$ cat src/rtl/fifo_wr_arbiter_pkg.sv
// Shared definitions for the FIFO write-side arbiter: default sizes,
// FSM state encoding and width helpers used by the top and the picker.
package fifo_wr_arbiter_pkg;

  localparam int DW_DEF    = 8;
  localparam int DEPTH_DEF = 16;

  // Arbiter FSM: waiting to pick a requester, or streaming a granted burst.
  typedef enum logic [0:0] {
    ST_IDLE  = 1'b0,
    ST_BURST = 1'b1
  } state_t;

  // Width of an index into n items; never narrower than one bit.
  function automatic int idx_w(input int n);
    return (n > 1) ? $clog2(n) : 1;
  endfunction

  // Width of a counter that must hold the value n itself.
  function automatic int cnt_w(input int n);
    return $clog2(n) + 1;
  endfunction

endpackage

$ cat src/rtl/fifo_wr_arbiter_rr_pick.sv
// Round-robin search: first asserted valid bit at or after ptr_i,
// wrapping past the top index back to 0.
module fifo_wr_arbiter_rr_pick
  import fifo_wr_arbiter_pkg::*;
#(
  parameter int NREQ = 4,
  parameter int GW   = idx_w(NREQ)
) (
  input  logic [NREQ-1:0] valid_i,
  input  logic [GW-1:0]   ptr_i,
  output logic [GW-1:0]   idx_o,
  output logic            any_o
);

  logic [GW-1:0] cand;

  // Walk the requesters starting at the pointer and keep the first hit.
  always_comb begin
    idx_o = '0;
    any_o = 1'b0;
    cand  = '0;
    for (int k = 0; k < NREQ; k++) begin
      cand = GW'((int'(ptr_i) + k) % NREQ);
      if (!any_o && valid_i[cand]) begin
        any_o = 1'b1;
        idx_o = cand;
      end
    end
  end

endmodule

$ cat src/rtl/fifo_wr_arbiter.sv
// Round-robin write-side arbiter sharing one FIFO among NREQ producers.
// Grants one requester at a time for up to BURST beats, registers the
// write strobe/data toward the FIFO, and tracks occupancy itself so that
// no write is ever issued into a full buffer.
//
// Handshake: requester i's byte is transferred at a rising edge where
// req_valid[i] && req_ready[i]. req_ready is one-hot or zero, depends
// combinationally on req_valid of the granted index, and a requester must
// hold its byte stable while valid is high and ready is low.
module fifo_wr_arbiter
  import fifo_wr_arbiter_pkg::*;
#(
  parameter int NREQ  = 4,
  parameter int DW    = DW_DEF,
  parameter int DEPTH = DEPTH_DEF,
  parameter int BURST = 4
) (
  input  logic                     clk,
  input  logic                     rst,
  input  logic [NREQ-1:0]          req_valid,
  input  logic [NREQ*DW-1:0]       req_data,
  output logic [NREQ-1:0]          req_ready,
  output logic                     fifo_write_en,
  output logic [DW-1:0]            fifo_data_in,
  input  logic                     fifo_full,
  input  logic                     fifo_pop,
  output logic [cnt_w(DEPTH)-1:0]  level,
  output logic [idx_w(NREQ)-1:0]   grant_id,
  output logic                     err,
  output state_t                   dbg_state
);

  localparam int GW = idx_w(NREQ);
  localparam int LW = cnt_w(DEPTH);
  localparam int BW = cnt_w(BURST);

  localparam logic [LW-1:0] DEPTH_L = LW'(DEPTH);
  localparam logic [BW-1:0] BURST_L = BW'(BURST);
  localparam logic [GW-1:0] LAST_L  = GW'(NREQ - 1);

  state_t          state_q, state_d;
  logic [GW-1:0]   grant_q, grant_d;
  logic [GW-1:0]   rr_q, rr_d;
  logic [BW-1:0]   beat_q, beat_d;
  logic [LW-1:0]   level_q, level_d;
  logic            err_q, err_d;
  logic            wr_en_q;
  logic [DW-1:0]   wr_data_q, wr_data_d;

  logic [DW-1:0]   data_arr [NREQ];
  logic [DW-1:0]   grant_data;
  logic            grant_valid;
  logic            credit_ok;
  logic            can_take;
  logic            accept;
  logic            pop_ok;
  logic            err_set;
  logic [GW-1:0]   pick_idx;
  logic            pick_any;

  // Unpack the flat requester data bus into one byte per requester.
  for (genvar g = 0; g < NREQ; g++) begin : g_unpack
    assign data_arr[g] = req_data[g*DW +: DW];
  end

  fifo_wr_arbiter_rr_pick #(
    .NREQ (NREQ),
    .GW   (GW)
  ) u_rr_pick (
    .valid_i (req_valid),
    .ptr_i   (rr_q),
    .idx_o   (pick_idx),
    .any_o   (pick_any)
  );

  assign grant_valid = req_valid[grant_q];
  assign grant_data  = data_arr[grant_q];
  assign credit_ok   = (level_q < DEPTH_L);

  // Only the granted requester may see ready, and only while there is
  // credit, no error, and the block is out of reset.
  always_comb begin
    can_take  = (state_q == ST_BURST) && credit_ok && !err_q && rst;
    req_ready = '0;
    if (can_take) begin
      req_ready[grant_q] = grant_valid;
    end
    accept = can_take && grant_valid;
  end

  // Occupancy and sticky error: a pop at zero is flagged and ignored,
  // and a full flag while credit remains means the count disagrees with the FIFO.
  always_comb begin
    pop_ok  = fifo_pop && (level_q != '0);
    level_d = level_q;
    if (accept && !pop_ok) begin
      level_d = level_q + LW'(1);
    end else if (!accept && pop_ok) begin
      level_d = level_q - LW'(1);
    end
    err_set = (fifo_full && credit_ok) || (fifo_pop && (level_q == '0));
    err_d   = err_q || err_set;
  end

  // Arbitration FSM: pick in IDLE, stream the granted requester in BURST,
  // and hand the pointer to the next index whenever a burst ends.
  always_comb begin
    state_d   = state_q;
    grant_d   = grant_q;
    rr_d      = rr_q;
    beat_d    = beat_q;
    wr_data_d = wr_data_q;
    case (state_q)
      ST_IDLE: begin
        if (pick_any && credit_ok && !err_q) begin
          state_d = ST_BURST;
          grant_d = pick_idx;
          beat_d  = '0;
        end
      end
      ST_BURST: begin
        if (accept) begin
          beat_d    = beat_q + BW'(1);
          wr_data_d = grant_data;
        end
        if ((accept && (beat_d == BURST_L)) || !grant_valid ||
            (level_d == DEPTH_L) || err_q) begin
          state_d = ST_IDLE;
          rr_d    = (grant_q == LAST_L) ? '0 : grant_q + GW'(1);
        end
      end
      default: begin
        state_d = ST_IDLE;
      end
    endcase
  end

  // State, counters and the registered FIFO write port; reset wins over
  // any accept presented in the same cycle.
  always_ff @(posedge clk) begin
    if (!rst) begin
      state_q   <= ST_IDLE;
      grant_q   <= '0;
      rr_q      <= '0;
      beat_q    <= '0;
      level_q   <= '0;
      err_q     <= 1'b0;
      wr_en_q   <= 1'b0;
      wr_data_q <= '0;
    end else begin
      state_q   <= state_d;
      grant_q   <= grant_d;
      rr_q      <= rr_d;
      beat_q    <= beat_d;
      level_q   <= level_d;
      err_q     <= err_d;
      wr_en_q   <= accept;
      wr_data_q <= wr_data_d;
    end
  end

  assign fifo_write_en = wr_en_q;
  assign fifo_data_in  = wr_data_q;
  assign level         = level_q;
  assign grant_id      = grant_q;
  assign err           = err_q;
  assign dbg_state     = state_q;

endmodule

$ cat config.mk
export PLATFORM = sky130hd
export DESIGN_NAME = fifo_wr_arbiter
export DESIGN_NICKNAME = d
export VERILOG_FILES = /design/src/rtl/fifo_wr_arbiter_pkg.sv /design/src/rtl/fifo_wr_arbiter_rr_pick.sv /design/src/rtl/fifo_wr_arbiter.sv
export SDC_FILE = /design/constraint.sdc
export NUM_CORES = 1
export LEC_CHECK = 0
export CELL_PAD_IN_SITES_DETAIL_PLACEMENT = 1
export CELL_PAD_IN_SITES_GLOBAL_PLACEMENT = 2
export CORE_MARGIN = 3
export CORE_UTILIZATION = 35
export DETAILED_ROUTE_END_ITERATION = 12
export DONT_BUFFER_PORTS = 1
export PLACE_DENSITY = 0.86
export SYNTH_ARGS = -nofsm -noshare
export SYNTH_HDL_FRONTEND = slang
export SYNTH_SLANG_ARGS = --single-unit
$ cat constraint.sdc
create_clock -name clk -period 2.6 [get_ports clk]
set_input_delay 0.52 -clock clk [delete_from_list [all_inputs] [get_ports clk]]
set_output_delay 0.52 -clock clk [all_outputs]
set_load 0.005 [all_outputs]
== Word level (Yosys, flattened, before mapping) ==
Index checks and enable logic that the tools add are counted.
Storage, ports and cells
  flip-flop bits (word level): 23
Operators by class
  bitwise gates (word level): 3
  reduce and logical (&&, ||, !) cells: 33
  order comparisons: 8
  add/sub/neg operators: 7
  equal/unequal tests: 4
  muxes and demuxes: 34
Operators with widths (number)
  $bmux 8 s2: 1
  $logic_and 1x1->1: 16
  $mux 8: 2
  $lt 2x3->1 const B: 5
  $mux 1: 12
  $bmux 1 s2: 5
  $mux 2: 5
  $mux 5: 2
  $mux 3: 3
  $logic_not 1->1: 7
  $pmux 3 s2: 1
  $reduce_and 2->1: 3
  $add 5x1->5 const B: 1
  $eq 5x5->1 const B: 1
  $logic_not 5->1: 1
  $logic_or 1x1->1: 5
  $lt 5x5->1 const B: 1
  $reduce_bool 5->1: 1
  $sub 5x1->5 const B: 1
  $add 2x1->2 const B: 2
  $add 2x2->2 const B: 2
  $and 4x4->4: 1
  $mux 4: 1
  $add 3x1->3 const B: 1
  9 further kinds: 9

== Logic depth before layout (Yosys ltp) ==
Gate-level depths: netlist (run 1).
  depth in word-level cells: 16
  gate-level depth with buffers: 8

== By module ==
Synthesis (run 1) repeated with hierarchy kept, for this count alone.
Second synthesis, totals
  cells, all modules: 171
  area, all modules: 1585.3 µm²
By module, submodules not included
  fifo_wr_arbiter: times used 1, area each 1507.7 µm², sequential area each 460.4 µm², cells each 156
  fifo_wr_arbiter_rr_pick: times used 1, area each 77.6 µm², sequential area each 0.0 µm², cells each 15

== Worst setup path before layout (run 1) ==
Ideal clock, no wire load.
  path kind: input to register
  start point: in req_valid[3]
  end point: reg state_q, in the netlist dbg_state
  arrival time: 2.297 ns
  path buffers: 0
  stages: 6
  setup time: 0.115 ns
  slack: 0.187 ns
  path through: mux4_2 a211o_1 o22ai_1 xor2_1 o41a_1 and3_1
On the way
  cells in the longest elaborated chain, start to end: 16
  elaborated cells between the ends (all ways): 40
  those cells by class: 2 x eq/ne; 21 x mux; 17 x reduce/logical
Ends and longest elaborated chain
  start: declaration: line fifo_wr_arbiter.sv:20  | input logic [NREQ-1:0] req_valid,
  $bmux 1 s2: line fifo_wr_arbiter_rr_pick.sv:24  | if (!any_o && valid_i[cand]) begin
  $mux 1 (not written as such): line fifo_wr_arbiter_rr_pick.sv:24
  $mux 1: line fifo_wr_arbiter_rr_pick.sv:24
  $logic_not 1->1: line fifo_wr_arbiter_rr_pick.sv:24
  $logic_and 1x1->1: line fifo_wr_arbiter_rr_pick.sv:24
  $mux 1: line fifo_wr_arbiter_rr_pick.sv:24
  $logic_not 1->1: line fifo_wr_arbiter_rr_pick.sv:24
  $logic_and 1x1->1: line fifo_wr_arbiter_rr_pick.sv:24
  $mux 1: line fifo_wr_arbiter_rr_pick.sv:24
  $logic_not 1->1: line fifo_wr_arbiter_rr_pick.sv:24
  $logic_and 1x1->1: line fifo_wr_arbiter_rr_pick.sv:24
  $mux 1: line fifo_wr_arbiter_rr_pick.sv:24
  $logic_and 1x1->1 (2 in series): line fifo_wr_arbiter.sv:115  | if (pick_any && credit_ok && !err_q) begin
  $mux 1: line fifo_wr_arbiter.sv:115
  $pmux 1 s2 (*): line fifo_wr_arbiter.sv:113  | case (state_q)
  end signal: assignment: line fifo_wr_arbiter.sv:151  | state_q <= state_d;
  end: declaration: line fifo_wr_arbiter.sv:41  | state_t state_q, state_d;
Every way passes the cells marked *; elsewhere a longest branch is shown, timed or not. The select of a mux whose other input is x is not followed.
A chain may end at the register's enable or synchronous reset.

== Worst setup path after layout (run 1) ==
  start point: reg level_q[0], in the netlist level[0]
  end point: reg state_q, in the netlist dbg_state
On the way
  cells in the longest elaborated chain, start to end: 14
  elaborated cells between the ends (all ways): 28
  those cells by class: 2 x add/sub; 1 x order compare; 2 x eq/ne; 7 x mux; 16 x reduce/logical
Ends and longest elaborated chain
  start: declaration: line fifo_wr_arbiter.sv:45  | logic [LW-1:0] level_q, level_d;
  start signal: assignment: line fifo_wr_arbiter.sv:155  | level_q <= level_d;
  $lt 5x5->1: line fifo_wr_arbiter.sv:78  | assign credit_ok = (level_q < DEPTH_L);
  $logic_and 1x1->1 (3 in series): line fifo_wr_arbiter.sv:83  | can_take = (state_q == ST_BURST) && credit_ok && !err_q && rst;
  $logic_and 1x1->1: line fifo_wr_arbiter.sv:88  | accept = can_take && grant_valid;
  $logic_not 1->1 / $mux 3 (equally long branches): line fifo_wr_arbiter.sv:98, fifo_wr_arbiter.sv:122
  $logic_and 1x1->1 / $mux 3 (equally long branches): line fifo_wr_arbiter.sv:98, fifo_wr_arbiter.sv:113
  $mux 5 / $eq 3x3->1 (equally long branches): line fifo_wr_arbiter.sv:98, fifo_wr_arbiter.sv:126
  $mux 5 / $logic_and 1x1->1 (equally long branches): line fifo_wr_arbiter.sv:96, fifo_wr_arbiter.sv:126
  $eq 5x5->1 / $logic_or 1x1->1 (equally long branches): line fifo_wr_arbiter.sv:127, fifo_wr_arbiter.sv:126
  $logic_or 1x1->1: line fifo_wr_arbiter.sv:126  | if ((accept && (beat_d == BURST_L)) || !grant_valid ||
  $logic_or 1x1->1: line fifo_wr_arbiter.sv:127  | (level_d == DEPTH_L) || err_q) begin
  $mux 1: line fifo_wr_arbiter.sv:126
  $pmux 1 s2 (*): line fifo_wr_arbiter.sv:113
Marks and branches as above.

==> impl_metrics.tcl, run 1 <==
set metrics [dict create \
    cts_made_buffers 3 \
    ctsResizeCount 0 \
    io_buffers 0 \
    syn2layout_area_growth_pct 9.913 \
    slowest_delay_ns 0.50 \
    p_seq_share_pct 40.6 \
    finalSetupViolCount 0 \
    dp.cells 209 \
    io_pins 62 \
    die_y_um 70.12 \
    clkSlewWorstSetupHoldPaths_ns 0.08 \
    htree_levels 1 \
    combPwrFrac_pct 39.6 \
    grt_pass1_vias 1282 \
    grt_max_degree 26 \
    dieArea_um2 4916 \
    swShare_pct 35.50 \
    wl_per_cell_um 17.23 \
    yosys_warnings 0 \
    worst-setup-path-type "flop to flop" \
    crit_slowest_cell "o41a_1" \
    tns_ns 0 \
    hp-class "input pin to flop" \
    ys_seq_elements 23 \
    ir_worst_vdd_uv 206.2 \
    cp_top_family "compound AO/OA/AOI/OAI gates" \
    cp-start-kind "flop" \
    worst_ep_arrival_time_ns 2.59 \
    clockBufferDepth 2 \
    dp_hpwl_mm 2.934 \
    finalWeightedCongestion 0.7978 \
    period_needed_ns 2.428 \
    timing.final.crit_share_pct 93.40 \
    postRouteAntennaNets 0 \
    status "finished clean" \
    internal_power_uw 727.0 \
    crit_required_ns 2.76 \
    ys.flop_type "dfxtp_1" \
    cts_setup_buffers 0 \
    clock_skew_ns 0.002379 \
    slew_violations 0 \
    grt_usage_pct 15.19 \
    crit_buf_inv 2 \
    leakage_uw 0.0006342 \
    tightestPinTransition_ns 0.3924 \
    async_flop_share_pct 0 \
    rsz0062_at_grt "no" \
    ys_seq_area_share_pct 32.00 \
    synth.distinct_cells 40 \
    clkPwrFrac_pct 19.8 \
    total_power_uw 1127 \
    dp_slack_ns 0.1236 \
    cp_cell_sequence "inv_1 -> ha_1 -> nor4b_1 -> buf_4 -> a211o_1 -> o22ai_1 -> xor2_1 -> o41a_1 -> and3_1" \
    finalNetCount 213 \
    vias 1197 \
    root_buffer "clkbuf_8" \
    first_pass_iters 4 \
    cts_hold_buf 0 \
    power.net_switching_uw 400.1 \
    cp_max_fo 6 \
    powerDensity_nw_per_um2 712.7 \
    route.detailed.drc 0 \
    avgSynthCellArea_um2 8.993 \
    rows 22 \
    drive_gt1_share_pct 13.33 \
    fmax_ghz 0.4118 \
    drtIter0Drc 44 \
    crit_start "level[0]$_SDFF_PN0_" \
    cts_tree "built" \
    diodes 0 \
    synthesis.area_um2 1439 \
    antenna_found_initial 0 \
    clock_sinks 23 \
    grt_overflow 0 \
    r2r_start "level[0]$_SDFF_PN0_" \
    endpoint_kind "flop" \
    synth.net_count 207 \
    synth_cells 160 \
    maxSlewHeadroom_pct 73.50 \
    clk-insertion-delay-late_ns 0.26 \
    maxCapViolCount 0 \
    finalNonFillerCells 213 \
    grt_pass1_wl_mm 6.065 \
    die_w_um 70.12 \
    initial_core_util_pct 37.88 \
    vias_per_cell 5.620 \
    final-hold-violation-count 0 \
    setup_ws_ns 0.1716 \
    core_area_um2 3799 \
    worstHoldStart "rst" \
    synth_edf_count 0 \
    routed_wl_mm 3.671 \
]
==> registers in the layout, summed over array words and instances, names as in the netlist <==
signal / count
beat_q: 3
dbg_state: 1
err: 1
fifo_data_in: 8
fifo_write_en: 1
grant_id: 2
level: 5
rr_q: 2
==> power groups by stage <==
| stage | Clock [uW] | Sequential (uW) | Combinational, uW |
|---|---|---|---|
| floorplan | 0 | 456 | 324 |
| global placement | 0 | 465 | 427 |
| detailed placement | 0 | 468 | 446 |
| CTS | 231 | 459 | 448 |
| global route | 247 | 468 | 501 |
| finish | 223 | 458 | 446 |
==> routing by layer <==
metal	track usage, %	up-vias	part of all wire [%]
met5	0	-	0
met4	4.043	0	0.79
met3	4.317	4	6.4
met2	27.49	36	51
met1	17.34	576	42
li1	-	581	-
==> kinds of logic after synthesis <==
| group | after synthesis | synth area share (%) |
|---|---|---|
| AOI/OAI and AO/OA | 30 | 14.78 |
| xor gates and xnor gates | 4 | 2.435 |
| adders and majority gates | 7 | 6.087 |
| buffers and inverters | 16 | 4.174 |
| DFF | 23 | 32.00 |
| muxes | 15 | 18.35 |
| and+or+nand+nor | 65 | 22.17 |
==> per-stage QoR <==
stage          hold WS, ns  utilization [%]  instance area (um^2)
2_1_floorplan       0.4497                -                  1439
3_3_place_gp        0.4688            40.45                  1536
3_5_place_dp        0.4719            40.45                  1536
4_1_cts             0.3682            41.63                  1582
5_1_grt             0.3593            41.63                  1582
6_report            0.3710            41.63                  1582
==> worst reg2reg max path, stage by stage, from the launching register on <==
cell and delay (ns):
dfxtp_1 0.34, inv_1 0.07, ha_1 0.25, nor4b_1 0.16, buf_4 0.16, a211o_1 0.35
o22ai_1 0.21, xor2_1 0.11, o41a_1 0.50, and3_1 0.19
==> placed cells by master (no fill, tap or decap), types with 2 or more instances in the layout <==
cell type / instances
nand2_1: 27
dfxtp_1: 23
nor2_1: 11
mux4_2: 9
buf_4: 9
a21boi_1: 8
inv_1: 7
and3_1: 7
ha_1: 7
mux2i_1: 5
and2_1: 5
a21oi_1: 4
nor2b_1: 4
a31oi_1: 3
nand2b_1: 3
clkbuf_8: 3
nand3_1: 2
xor2_1: 2
o21ai_0: 2
xnor2_1: 2
o21ai_1: 2
==> area by class of cell <==
cell class / instances / area [um^2]
tap: 48 / 60.06
timing repair buffer: 9 / 67.56
inverter: 8 / 30.03
multi-input combinational: 121 / 918.4
sequential: 23 / 460.4
fill: 444 / 2217
clock buffer: 4 / 45.04
==> worst paths after layout <==
path	cells past startpoint	to	slack, ns
max	9	dbg_state$_SDFF_PN0_	0.17
min	1	err$_SDFF_PN0_	0.37
max reg2reg	9	dbg_state$_SDFF_PN0_	0.17
min reg2reg	2	fifo_data_in[1]$_SDFFE_PN0P_	0.48
==> cells in the mapped netlist, types with 2 or more instances <==
| cell | number | share of area, % |
|---|---|---|
| nand2b_1 | 3 | 1.3 |
| clkbuf_1 | 7 | 1.8 |
| ha_1 | 7 | 6.1 |
| and2_1 | 5 | 2.2 |
| o21ai_0 | 2 | 0.70 |
| a21boi_1 | 8 | 4.2 |
| nand3_1 | 2 | 0.70 |
| inv_1 | 7 | 1.8 |
| mux2i_1 | 5 | 3.5 |
| nor2_1 | 11 | 2.9 |
| mux4_2 | 9 | 14 |
| nor2b_1 | 4 | 1.7 |
| xnor2_1 | 2 | 1.2 |
| a21oi_1 | 4 | 1.4 |
| nand2_1 | 27 | 7.0 |
| dfxtp_1 | 23 | 32 |
| xor2_1 | 2 | 1.2 |
| and3_1 | 7 | 3.0 |
| a31oi_1 | 3 | 1.3 |
| o21ai_1 | 2 | 0.70 |
(Power assumes the default switching activity.)
==> inputs of run 2 (changes only) <==
==> constraint.sdc (replaced) <==
create_clock -name clk -period 2.6 [get_ports clk]
set_input_delay 0.52 -clock clk [delete_from_list [all_inputs] [get_ports clk]]
set_output_delay 0.52 -clock clk [all_outputs]
set_load 0.1 [all_outputs]
==> run 2 against run 1 <==
Net effect:
- setup slack gained 0.061 ns
- count of clock-buffer cells in the layout is the same
- sequential power shrank 6.3%
- cell count grew 8.5%
- register-to-register slack gained 0.06 ns
- non-clock buffer count grew 18
- routed wire length grew 6.6%
- critical endpoint unchanged
- largest cell class unchanged
==> impl_metrics.tcl, run 2 (synthesis gave the netlist of run 1 again) <==
set metrics [dict create \
    status "finished clean" \
    dp_slack_ns 0.1420 \
    route.detailed.drc 0 \
    endpoint "dbg_state$_SDFF_PN0_" \
    finalSetupViolCount 0 \
    multiInputGateArea_um2 919.6 \
    clockBufferDepth 2 \
    drive_gt1_share_pct 27.32 \
    powerDensity_nw_per_um2 825.8 \
    die_w_um 70.12 \
    mostFrequentLayoutCell "nand2_1" \
    htree_levels 1 \
    die_y_um 70.12 \
    diodes 0 \
    finalNonFillerCells 231 \
    clk-insertion-delay-late_ns 0.26 \
    io_buffers 0 \
    io_pins 62 \
    crit_start "level[0]$_SDFF_PN0_" \
    root_buffer "clkbuf_8" \
    period_needed_ns 2.367 \
    cp-start-kind "flop" \
    grt_usage_pct 15.65 \
    antenna_found_initial 0 \
    clock_sinks 23 \
    endpoint_kind "flop" \
    cts_made_buffers 3 \
    initial_core_util_pct 37.88 \
    grt_pass1_vias 1312 \
    grt_pass1_wl_mm 6.306 \
    fmax_ghz 0.4225 \
    cts_hold_buf 0 \
    grt_max_degree 26 \
    maxCapViolCount 0 \
    fill_cells 441 \
    first_pass_iters 4 \
    crit_required_ns 2.76 \
    core_area_um2 3799 \
    postRouteAntennaNets 0 \
    cts_tree "built" \
    rows 22 \
    worst_ep_arrival_time_ns 2.53 \
    grt_overflow 0 \
    wl_per_cell_um 16.94 \
    clkSlewWorstSetupHoldPaths_ns 0.08 \
    tightestPinTransition_ns 0.4798 \
    routed_wl_mm 3.914 \
    cts_setup_buffers 0 \
    dp.cells 227 \
    r2r-end "dbg_state$_SDFF_PN0_" \
    syn2layout_area_growth_pct 24.00 \
    worst-setup-path-type "flop to flop" \
    ctsResizeCount 0 \
    finalNetCount 231 \
    maxSlewHeadroom_pct 68.02 \
    setup_ws_ns 0.2329 \
    clock_skew_ns 0.001379 \
    final_cell_mix "nand2_1, buf_4, dfxtp_1, nor2_1, mux4_2" \
    dieArea_um2 4916 \
    leakage_uw 0.0007451 \
    dp_hpwl_mm 3.116 \
    reg2reg_depth 9 \
    largest_reg_flops 8 \
    timing.final.crit_share_pct 91.04 \
    slew_violations 0 \
    finalWeightedCongestion 0.8280 \
    r2r_slack_ns 0.23 \
    r2r_start "level[0]$_SDFF_PN0_" \
    tns_ns 0 \
    vias 1255 \
    cp_max_fo 6 \
    ir_worst_vdd_uv 330.4 \
    hp-class "input pin to flop" \
    holdWs_ns 0.3714 \
    vias_per_cell 5.433 \
    drtIter0Drc 48 \
    seqCellArea_um2 476.7 \
    rsz0062_at_grt "no" \
    final-hold-violation-count 0 \
]
==> run 2: report_power, final <==
group	leakage (uW)	internal [uW]	switching (uW)	total, uW
Combinational	0.000531	257	564	821
Sequential	0.000191	406	23.3	429
Clock	0.0000228	109	113	223
Total	0.000745	772	701	1470
==> run 2: area by class of cell <==
cell class / instances / share of cell area (%)
clock buffers: 4 / 2.525
multi-input cells: 121 / 51.54
inverters: 8 / 1.683
well taps: 48 / 3.366
repair buffers: 27 / 14.17
flip-flops and latches: 23 / 26.72
==> run 2: through the flow <==
| stage | util [%] | area [um^2] | power (uW) |
|---|---|---|---|
| floorplan | - | 1456 | 1085 |
| global placement | 45.78 | 1739 | 1240 |
| detailed placement | 45.78 | 1739 | 1262 |
| CTS | 46.97 | 1784 | 1483 |
| global route | 46.97 | 1784 | 1559 |
| finish | 46.97 | 1784 | 1473 |
==> run 2: critical path: stages, from the launching register on <==
cell	delay, ns
dfxtp_4	0.35
inv_1	0.05
ha_1	0.24
nor4b_1	0.16
buf_4	0.14
a211o_1	0.34
o22ai_1	0.20
xor2_1	0.10
o41a_1	0.49
and3_1	0.18
==> run 2: worst min-delay path by stage <==
stage,cells past startpoint,end,start,slack (ns)
floorplan,2,rr_q[0]$_SDFFE_PN0P_,rr_q[0]$_SDFFE_PN0P_,0.45
global placement,1,beat_q[2]$_SDFFE_PN0P_,beat_q[2]$_SDFFE_PN0P_,0.47
detailed placement,2,rr_q[0]$_SDFFE_PN0P_,rr_q[0]$_SDFFE_PN0P_,0.49
CTS,1,err$_SDFF_PN0_,rst,0.37
global route,1,err$_SDFF_PN0_,rst,0.36
finish,1,err$_SDFF_PN0_,rst,0.37
==> run 2: metal layers <==
layer  vias to the layer above  global-route usage [%]  routed length [um]
met3                         2                   2.878                 166
met2                        29                   27.70                2022
met1                       603                   19.61                1711
met4                         0                   3.617                  14
li1                        621                       -                   -
met5                         -                       0                   0
==> inputs of run 3 (changes only) <==
Settings changed: CORE_UTILIZATION 35 to 32, CTS_CLUSTER_DIAMETER from default to 200, PLACE_DENSITY 0.86 to 0.8, SKIP_CTS_REPAIR_TIMING from default to 1.
==> run 3 against run 2 <==
Net effect:
- global-route usage grew 0.72 points
- die area grew 8.6%
- critical path depth is the same
- routed wire length grew 6.5%
- sequential cell count is the same
- sequential power is essentially flat
- non-clock buffer count is the same
- clock power grew 5%
- final area grew 0.35%
- critical path type unchanged
==> impl_metrics.tcl, run 3 (synthesis gave the netlist of run 1 again) <==
set metrics [dict create \
    first_pass_iters 4 \
    fmax_ghz 0.4233 \
    routed_wl_mm 4.168 \
    core_area_um2 4173 \
    final_cell_mix "nand2_1, buf_4, dfxtp_1, nor2_1, mux4_2" \
    dp_hpwl_mm 3.301 \
    grt_usage_pct 16.38 \
    grt_pass1_wl_mm 6.893 \
    drtIter0Drc 34 \
    final-hold-violation-count 0 \
    grt_max_degree 26 \
    slew_violations 0 \
    clkSlewWorstSetupHoldPaths_ns 0.09 \
    cts_made_buffers 3 \
    finalNonFillerCells 233 \
    tightestPinTransition_ns 0.5880 \
    leakage_uw 0.0007441 \
    clk-insertion-delay-late_ns 0.27 \
    rows 23 \
    die_y_um 73.06 \
    finalNetCount 231 \
    worst-setup-path-type "flop to flop" \
    period_needed_ns 2.363 \
    ir_worst_vdd_uv 285.0 \
    grt_pass1_vias 1469 \
    vias_per_cell 5.481 \
    maxCapViolCount 0 \
    route.detailed.drc 0 \
    postRouteAntennaNets 0 \
    total_power_uw 1487 \
    endpoint_kind "flop" \
    multiInputGateArea_um2 919.6 \
    cts_tree "built" \
    seqCellArea_um2 476.7 \
    tns_ns 0 \
    cp-start-kind "flop" \
    vias 1277 \
    clockBufferDepth 2 \
    initial_core_util_pct 34.48 \
    fin_area_um2 1790 \
    htree_levels 1 \
    drive_gt1_share_pct 27.87 \
    status "finished clean" \
    syn2layout_area_growth_pct 24.43 \
    antenna_found_initial 0 \
    dpl_cell_area_um2 1742 \
    crit_required_ns 2.77 \
    rsz0062_at_grt "no" \
    cp_max_fo 6 \
    grt_overflow 0 \
    die_w_um 73.06 \
    fill_cells 478 \
    clock_sinks 23 \
    worst_ep_arrival_time_ns 2.54 \
    timing.final.crit_share_pct 90.87 \
    hp-class "input pin to flop" \
    powerDensity_nw_per_um2 830.5 \
    io_buffers 0 \
    dieArea_um2 5337 \
    largest_reg_flops 8 \
    clock_skew_ns 0.004491 \
    holdWs_ns 0.3626 \
    root_buffer "clkbuf_8" \
    dp.cells 229 \
    maxSlewHeadroom_pct 60.29 \
    finalWeightedCongestion 0.7898 \
    diodes 0 \
    mostFrequentLayoutCell "nand2_1" \
    io_pins 62 \
    wl_per_cell_um 17.89 \
    finalSetupViolCount 0 \
]
-- run 3: cell count changes in the layout (fill, tap and decap cells not counted), sizes merged --
| cell | change |
|---|---|
| clkbuf | -1 |
| clkinvlp | +1 |
-- run 3: metal layers --
layer	track usage [%]	part of all wire, %	up-vias
li1	-	-	614
met1	19.34	40	621
met2	29.59	53	35
met5	0	0	-
met3	3.030	5.3	7
met4	5.123	1.7	0
-- run 3: path summary, 6_finish.rpt --
check	start	endpoint	slack, ns	cells after the start
setup / recovery	level[0]$_SDFF_PN0_	dbg_state$_SDFF_PN0_	0.24	9
hold / removal	rst	level[3]$_SDFF_PN0_	0.36	1
setup reg to reg	level[0]$_SDFF_PN0_	dbg_state$_SDFF_PN0_	0.24	9
hold reg to reg	rr_q[0]$_SDFFE_PN0P_	rr_q[0]$_SDFFE_PN0P_	0.49	2
-- run 3: final cells by class --
class / count / share of cell area, %
timing repair buffer: 27 / 14.12
tap: 50 / 3.494
multi-input combinational: 121 / 51.36
sequential: 23 / 26.62
clock inverter: 1 / 0.4193
clock buffer: 3 / 2.306
inverter: 8 / 1.677
-- run 3: worst max-delay path, cell delays in order, from the launching register on --
cell and delay (ns):
dfxtp_4 0.35, inv_1 0.05, ha_1 0.24, nor4b_1 0.15, buf_4 0.14, a211o_1 0.34, o22ai_1 0.20, xor2_1 0.11
o41a_1 0.49, and3_1 0.19
-- run 3: report_power, final --
| part | switching (uW) | internal, uW |
|---|---|---|
| Combinational | 565 | 257 |
| Clock | 125 | 109 |
| Sequential | 24.7 | 406 |
-- run 3: through the flow --
stage,utilization [%],worst slack [ns]
CTS,42.91,0.2185
global placement,41.74,0.1845
floorplan,-,0.006910
detailed placement,41.74,0.1272
finish,42.91,0.2374
global route,42.91,0.02403
